## src/rtl/bram_rmw_initiator.sv

```systemverilog
// Client-to-BRAM initiator: word reads, and byte-strobed writes done as read-modify-write.
// Optional FULL_WRITE_BYPASS_EN: all-ones strobes write directly, skipping the read.
module bram_rmw_initiator #(
   parameter int ADDRESS_BITWIDTH = 16,
   parameter int DATA_BITWIDTH    = 32
) (
   input  logic                          clk,
   input  logic                          rst,
   input  logic                          req_valid,
   output logic                          req_ready,
   input  logic [ADDRESS_BITWIDTH-1:0]   req_address,
   input  logic [DATA_BITWIDTH/8-1:0]    req_wstrb,
   input  logic [DATA_BITWIDTH-1:0]      req_wdata,
   output logic                          rsp_valid,
   output logic [DATA_BITWIDTH-1:0]      rsp_data,
   output logic [ADDRESS_BITWIDTH-1:0]   bram_address,
   output logic                          bram_write_enable,
   output logic [DATA_BITWIDTH-1:0]      bram_data_in,
   input  logic [DATA_BITWIDTH-1:0]      bram_data_out
);

   localparam int STRB = DATA_BITWIDTH / 8;

   typedef enum logic [1:0] {IDLE, ISSUE, CAPTURE} state_t;

   state_t                        state, state_next;
   logic [ADDRESS_BITWIDTH-1:0]   addr_q;
   logic [STRB-1:0]               strb_q;
   logic [DATA_BITWIDTH-1:0]      wdata_q;
   logic [DATA_BITWIDTH-1:0]      merge;
   logic                          is_write;

   assign is_write     = |strb_q;
   assign bram_address = addr_q;

`ifdef FULL_WRITE_BYPASS_EN
   logic is_full;
   assign is_full = &strb_q;
`endif

   // With all strobes clear the merge is just the BRAM word, so reads reuse it.
   always_comb begin
      merge = '0;
      for (int i = 0; i < STRB; i++) begin
         merge[8*i +: 8] = strb_q[i] ? wdata_q[8*i +: 8] : bram_data_out[8*i +: 8];
      end
   end

   always_comb begin
      state_next        = state;
      req_ready         = 1'b0;
      bram_write_enable = 1'b0;
      bram_data_in      = merge;
      case (state)
         IDLE: begin
            req_ready = 1'b1;
            if (req_valid) state_next = ISSUE;
         end
         ISSUE: begin
`ifdef FULL_WRITE_BYPASS_EN
            if (is_full) begin
               bram_write_enable = 1'b1;
               bram_data_in      = wdata_q;
               state_next        = IDLE;
            end else begin
               state_next = CAPTURE;
            end
`else
            state_next = CAPTURE;
`endif
         end
         CAPTURE: begin
            bram_write_enable = is_write;
            state_next        = IDLE;
         end
         default: state_next = IDLE;
      endcase
   end

   always_ff @(posedge clk or posedge rst) begin
      if (rst) state <= IDLE;
      else     state <= state_next;
   end

   always_ff @(posedge clk or posedge rst) begin
      if (rst) begin
         addr_q    <= '0;
         strb_q    <= '0;
         wdata_q   <= '0;
         rsp_valid <= 1'b0;
         rsp_data  <= '0;
      end else begin
         rsp_valid <= 1'b0;
         if (state == IDLE && req_valid) begin
            addr_q  <= req_address;
            strb_q  <= req_wstrb;
            wdata_q <= req_wdata;
         end
         if (state == CAPTURE) begin
            rsp_valid <= 1'b1;
            rsp_data  <= merge;
         end
`ifdef FULL_WRITE_BYPASS_EN
         if (state == ISSUE && is_full) begin
            rsp_valid <= 1'b1;
            rsp_data  <= wdata_q;
         end
`endif
      end
   end

endmodule

```

## config.mk

```make
export PLATFORM = sky130hd
export DESIGN_NAME = bram_rmw_initiator
export DESIGN_NICKNAME = d
export VERILOG_FILES = /design/src/rtl/bram_rmw_initiator.sv
export SDC_FILE = /design/constraint.sdc
export NUM_CORES = 1
export LEC_CHECK = 0
export ABC_AREA = 1
export CORE_MARGIN = 2
export CORE_UTILIZATION = 45
export CTS_CLUSTER_DIAMETER = 30
export DETAILED_ROUTE_END_ITERATION = 10
export PLACE_DENSITY = 0.86
export SYNTH_ARGS = -nofsm -noshare
export SYNTH_HDL_FRONTEND = slang
export SYNTH_SLANG_ARGS = --single-unit
```

## constraint.sdc

```tcl
create_clock -name clk -period 6.6 [get_ports clk]
set_input_delay 1.98 -clock clk [delete_from_list [all_inputs] [get_ports clk]]
set_output_delay 1.98 -clock clk [all_outputs]
set_load 0.02 [all_outputs]
```

## Word-level counts from Yosys, hierarchy flattened

Cells that the tools add are included.

- Flip-flop bits (word level): 87
- Latch bits: 0
- RAM bits: 0
- Bits in read-only memories: 0
- Bits of input ports: 87
- Word-level logic and storage cells: 21
- Memories kept: 0

- Add/subtract/negate cells: 0
- $mul: 0
- Divide/modulo/power cells: 0
- Order comparisons: 0
- Equal/unequal tests: 3
- Shift operators: 0
- Multiplexer cells: 9
- Bitwise logic cells: 0
- Reduce and logical (&&, ||, !) cells: 3

Operator list:

| cell | count |
|---|---|
| 8-bit two-way mux | 4 |
| 2-bit case mux with 2 select lines | 1 |
| 4-bit OR reduction | 1 |
| 1-bit two-way mux | 3 |
| 2-bit by 1-bit == test with 1-bit output, second input constant | 1 |
| 2-bit == test, second input constant | 1 |
| 2-bit zero test | 1 |
| 2-bit two-way mux | 1 |
| 2-bit inequality test, second input constant | 1 |
| 1-bit logical AND | 1 |

## Logic depth before layout (Yosys ltp)

Gate-level depths: netlist (run 1).

- Depth after elaboration: 2
- Gate-level depth with buffers: 6
- Mapped depth without buffers: 5

## Least setup slack after synthesis (run 1)

OpenSTA, ideal clock, no wires.

- Path kind: input -> output
- Start: input bram_data_out[0]
- End: output bram_data_in[0]
- Arrival: 2.188 ns
- Data required time: 4.620 ns
- Slack: 2.432 ns
- Stages on the path: 2
- Path buffers: 0
- Cells stage by stage: nand2_1 -> nand2_1

- Longest elaborated chain between the ends: 1

RTL lines:

| item | RTL line | RTL |
|---|---|---|
| start: declaration | 19 | `input logic [DATA_BITWIDTH-1:0] bram_data_out` |
| 8-bit two-way mux | 45 | `merge[8*i +: 8] = strb_q[i] ? wdata_q[8*i +: 8] : bram_data_out[8*i +: 8];` |
| end: declaration | 18 | `output logic [DATA_BITWIDTH-1:0] bram_data_in,` |

Every way passes these cells.

## Final worst setup path (run 1)

- Start: input bram_data_out[31]
- End: output bram_data_in[31]

Same word-level chain as after synthesis.

==> flow_summary_export.csv, run 1 <==
group,metric,value,unit
worst_setup_path,crit_type,"input pin to output pin",
layout,nets,720,
worst_setup_path,cp_data_required_time,4.62,ns
cts,cts_buffers,9,
worst_hold_path,holdCritPathClass,"register to register",
worst_setup_path,r2r-start,"state[1]",
cts,cts_tree,"yes",
cts,postCtsSetupBuffers,0,
yosys,netlist_instances,476,
sta,fmax,190,MHz
sta,worst_pin_slew,0.958,ns
power_and_ir_drop,peakVddDrop,0.168,mV
route,vias,3657,
worst_hold_path,hold_depth,2,
route,drt-initial-drc-count,168,
sta,report.final.hold_viol_count,0,
floorplan,rows,33,
global_route,grt_antenna_before_repair,0,
place,placed_cell_area,5460,µm²
layout,num_antenna_cells,0,
cts,clockBufferDepth,2,
global_route,grt_use_met3,5.93,%
place,place_congestion,0.799,
worst_setup_path,crit_path_top_delay_cell,"clkdlybuf4s50_1",
cts,clock_latency,0.35,ns
yosys,yosysUniqueCellTypes,11,
worst_setup_path,critPathMaxFanout,2,
cts,clkTransAtPathRegs,0.08,ns
yosys,avgSynthCellArea,7.86,µm²
yosys,synth.cell_area,3740,µm²
sta,setup_viol,0,
power_and_ir_drop,finalPower,2.05,mW
place,place_hpwl,7220,µm
global_route,top_usage_layer,"met2",
yosys,ys_warn_count,0,
cts,cts_sinks,87,
layout,finalInstanceArea,5640,µm²
sta,slew_headroom,35.9,%
worst_setup_path,worstRegToRegCells,5,
run_status,status,"finished clean",
sta,period_minus_slack,5.25,ns
route,wl_per_cell,13.9,µm
floorplan,die_x,95.2,µm
global_route,track_usage,23.6,%
layout,drive_above_1_share,3.76,%
route,viasPerCell,4.92,
sta,hold_ws,0.475,ns
yosys,seq_area_frac_synth,58.2,%
floorplan,ios,170,
yosys,syn-num-nets,563,
cts,cts_hold_buf,0,
worst_hold_path,hp-start,"wdata_q[18]",
sta,tns,0,ns
global_route,grtUsageMet1,29.3,%
cts,cts.repair.resized,0,
worst_setup_path,crit_family,"buffers and inverters",
worst_setup_path,r2r_slack,4.44,ns
global_route,grt_util_met2,40.7,%
worst_setup_path,crit_cells,4,
worst_setup_path,slowest_delay,0.64,ns
worst_setup_path,rr_endpoint,"bram_address[1]",
sta,grt_setup_unrepaired,"no",
route,ant_nets,0,
worst_setup_path,path_cells,"clkdlybuf4s50_1, nand2_1, nand2_1, clkdlybuf4s50_1",
global_route,grt_start_max_net_pins,54,
global_route,grt_pass1_wl,16700,µm
route,drc,0,
cts,htreeDepth,3,
worst_hold_path,holdPathEnd,"wdata_q[18]",
floorplan,core_area,8130,µm²
place,portBuffers,169,
floorplan,die_area,9060,µm²
floorplan,start_util,46.0,%
layout,syn2layout_area_growth,50.5,%
sta,skew,0.0179,ns
yosys,ys_ff_latch,87,
floorplan,die_h,95.2,µm
route,wl,10300,µm
sta,fin_crit_sh,79.6,%
worst_setup_path,worst-path-buf-inv,2,
global_route,grt_pass1_vias,3649,
route,first_pass_iters,4,
global_route,overflow,0,
worst_setup_path,cp-end-kind,"output pin",
worst_setup_path,arrival,3.27,ns
power_and_ir_drop,power.density,363,nW/µm²
sta,slew_violations,0,
cts,clockRootBuffer,"clkbuf_8",
worst_setup_path,crit_path_start_kind,"input pin",
power_and_ir_drop,leakagePower,2.87,nW
flow_run,maxCapViolations,0,
[cell families after synthesis]
kind of cell / after synthesis / share of synthesized area, %
DFF: 87 / 58.2
AOI/OAI and AO/OA: 1 / 0.134
and+or+nand+nor: 354 / 37.6
buffers and inverters: 34 / 4.14
[worst max-delay path by stage]
stage                            from          endpoint  slack [ns]
CTS                 bram_data_out[31]  bram_data_in[31]        1.36
global route        bram_data_out[31]  bram_data_in[31]        1.31
floorplan                         rst   bram_address[0]        2.37
global placement    bram_data_out[31]  bram_data_in[31]        1.37
detailed placement  bram_data_out[31]  bram_data_in[31]        1.37
finish              bram_data_out[31]  bram_data_in[31]        1.35
[layout make-up]
type	instances	area, µm²
clock buffers	11	141
clock inverters	5	33.8
fillers	653	2500
inverters	8	31.3
multi-input cells	355	1410
flip-flops and latches	87	2180
well taps	105	131
repair buffers	172	1710
[registers in the layout, summed over array words and instances, names as in the netlist]
register and count:
rsp_data 32, wdata_q 32, bram_address 16, strb_q 4, state 2, rsp_valid 1
[cells in the final DEF, fill, tap and decap left out]
master	instances
buf_4	3
a21oi_1	1
nand2_1	296
dfrtp_1	87
clkinvlp_4	2
nor2_1	3
buf_2	1
inv_1	6
clkdlybuf4s50_1	168
inv_2	1
clkbuf_8	10
clkinv_2	3
nand2_2	2
nor2_4	1
nand3_1	52
clkbuf_1	1
clkinv_4	1
[where the power goes]
part           internal, mW  total [mW]  switching [mW]
Clock                 0.147       0.330           0.183
Combinational         0.417       0.909           0.492
Sequential            0.698       0.808           0.109
[per-layer routing]
metal	vias to the layer above	wire length (µm)
met2	133	5060
li1	1779	-
met3	15	843
met5	-	0
met1	1730	4220
met4	0	179
[tightest hold or removal path, stage by stage (launching register included)]
cell and delay [ns]:
dfrtp_1 0.35, nand2_1 0.05, nand2_1 0.05
[through the flow]
stage / setup slack (ns) / cells / util [%]
after floorplan: 2.37 / 476 / -
after global placement: 1.37 / 727 / 67.1
after detailed placement: 1.37 / 727 / 67.1
after CTS: 1.36 / 743 / 69.3
after global routing: 1.31 / 743 / 69.3
final: 1.35 / 743 / 69.3
[synth_stat cells, drive strengths merged]
cell type  count  area share [%]
dfrtp         87              58
buf           22             2.9
a21oi          1            0.13
inv            8            0.80
nor2           4            0.60
nand3         52             7.0
nand2        298              30
clkbuf         4            0.40
No activity file was read; power rests on OpenSTA's default activity.
==> run 2: changes to the inputs <==
Settings changed: CORE_UTILIZATION 45 to 42, PLACE_DENSITY 0.86 to 0.81.
Clock period 6.6 ns to 5 ns, I/O delays scaled along.
==> flow_summary_export.csv, run 2 (synthesized netlist as in run 1, its figures left out) <==
group,metric,value,unit
run_status,status,"finished clean",
global_route,track_usage,22.0,%
power_and_ir_drop,finalPower,2.74,mW
cts,cts_buffers,9,
power_and_ir_drop,power.density,485,nW/µm²
worst_setup_path,crit_family,"buffers and inverters",
power_and_ir_drop,power.internal,1.70,mW
worst_setup_path,path_cells,"clkdlybuf4s50_1, nand2_1, nand2_1, clkdlybuf4s50_1",
power_and_ir_drop,seqPwrFrac,38.7,%
cts,clock_latency,0.35,ns
power_and_ir_drop,pwr-share-clk,17.5,%
sta,period_minus_slack,4.26,ns
worst_setup_path,arrival,2.76,ns
power_and_ir_drop,combPwrFrac,43.8,%
route,first_pass_iters,5,
floorplan,core_area,8680,µm²
worst_setup_path,slowest_delay,0.63,ns
floorplan,rows,34,
route,viasPerCell,4.86,
layout,final_common_cell,"nand2_1",
worst_setup_path,worst-path-buf-inv,2,
global_route,grt_start_max_net_pins,65,
sta,tns,0,ns
route,drt-initial-drc-count,180,
route,wl_per_cell,14.1,µm
global_route,grt_pass1_wl,17300,µm
worst_setup_path,critPathMaxFanout,2,
power_and_ir_drop,leakagePower,2.87,nW
worst_hold_path,hp-start,"bram_address[7]",
cts,htreeDepth,3,
layout,nets,721,
sta,slew_violations,0,
cts,clockBufferDepth,2,
place,place_hpwl,7210,µm
floorplan,ios,170,
floorplan,die_area,9680,µm²
sta,skew,0.0104,ns
layout,final_core_util,65.2,%
cts,clockRootBuffer,"clkbuf_8",
power_and_ir_drop,p_switching,1.04,mW
floorplan,die_x,98.4,µm
floorplan,start_util,43.1,%
power_and_ir_drop,switching_share,38.0,%
worst_setup_path,crit_path_top_delay_cell,"clkdlybuf4s50_1",
sta,worst_pin_slew,1.13,ns
cts,clkTransAtPathRegs,0.09,ns
sta,report.final.hold_viol_count,0,
cts,postCtsSetupBuffers,0,
cts,cts.repair.resized,0,
layout,final_cell_mix,"nand2_1, clkdlybuf4s50_1, dfrtp_1, nand3_1, clkbuf_8",
layout,syn2layout_area_growth,51.2,%
place,portBuffers,169,
flow_run,maxCapViolations,0,
layout,num_antenna_cells,0,
worst_setup_path,cp_data_required_time,3.50,ns
layout,drive_above_1_share,3.76,%
sta,grt_setup_unrepaired,"no",
sta,fmax,235,MHz
route,drc,0,
worst_setup_path,r2r_slack,2.80,ns
sta,hold_ws,0.476,ns
sta,slew_headroom,24.6,%
power_and_ir_drop,peakVddDrop,0.231,mV
global_route,grt_pass1_vias,3612,
route,wl,10500,µm
global_route,overflow,0,
route,ant_nets,0,
sta,setup_viol,0,
worst_hold_path,hold_depth,2,
place,place_congestion,0.794,
worst_setup_path,worstRegToRegCells,5,
route,vias,3623,
worst_setup_path,cp-end-kind,"output pin",
worst_setup_path,crit_path_start_kind,"input pin",
worst_setup_path,rr_endpoint,"wdata_q[29]",
cts,cts_hold_buf,0,
global_route,grt_antenna_before_repair,0,
sta,fin_crit_sh,85.2,%
floorplan,die_h,98.4,µm
worst_setup_path,crit_type,"input pin to output pin",
cts,cts_tree,"yes",
worst_hold_path,holdCritPathClass,"register to register",
worst_hold_path,holdPathEnd,"bram_address[7]",
cts,cts_sinks,87,
worst_setup_path,r2r-start,"state[1]",
[run 2: worst min-delay path, cell delays in order, from the launching register on]
cell and delay (ns):
dfrtp_1 0.35, nand2_1 0.05, nand2_1 0.04
[run 2: worst max-delay path by stage]
stage,to,depth (start not counted),startpoint,slack [ns]
2_1_floorplan,bram_address[0],1,rst,1.25
3_3_place_gp,bram_data_in[31],4,bram_data_out[31],0.74
6_report,bram_data_in[31],4,bram_data_out[31],0.74
3_5_place_dp,bram_data_in[31],4,bram_data_out[31],0.76
5_1_grt,bram_data_in[15],4,bram_data_out[15],0.69
4_1_cts,bram_data_in[31],4,bram_data_out[31],0.75
[run 2: layer usage]
metal	track usage (%)	part of all wire, %	vias up
met5	0	0	-
met4	7.59	1.2	0
met3	5.11	7.0	12
met2	35.8	48	129
met1	29.3	44	1712
li1	-	-	1770
[run 2: power by group through the flow]
stage | sequential (mW) | clock, mW | combinational (mW)
final | 1.06 | 0.479 | 1.20
after global routing | 1.10 | 0.518 | 1.30
after CTS | 1.06 | 0.490 | 1.21
after detailed placement | 1.07 | 0 | 1.21
after global placement | 1.06 | 0 | 1.19
after floorplan | 1.23 | 0 | 0.450
[run 2: metrics by stage]
stage	area, µm²	cells	setup WS, ns
2_1_floorplan	3740	476	1.25
3_3_place_gp	5470	731	0.737
3_5_place_dp	5470	731	0.758
4_1_cts	5660	746	0.748
5_1_grt	5660	746	0.692
6_report	5660	746	0.742
[run 2: area by class of cell]
type                    count  area, µm²
multi-input cells         355       1410
clock buffers              10        128
fillers                   768       3020
flip-flops and latches     87       2180
inverters                   8       31.3
repair buffers            173       1720
clock inverters             5       60.1
well taps                 108        135
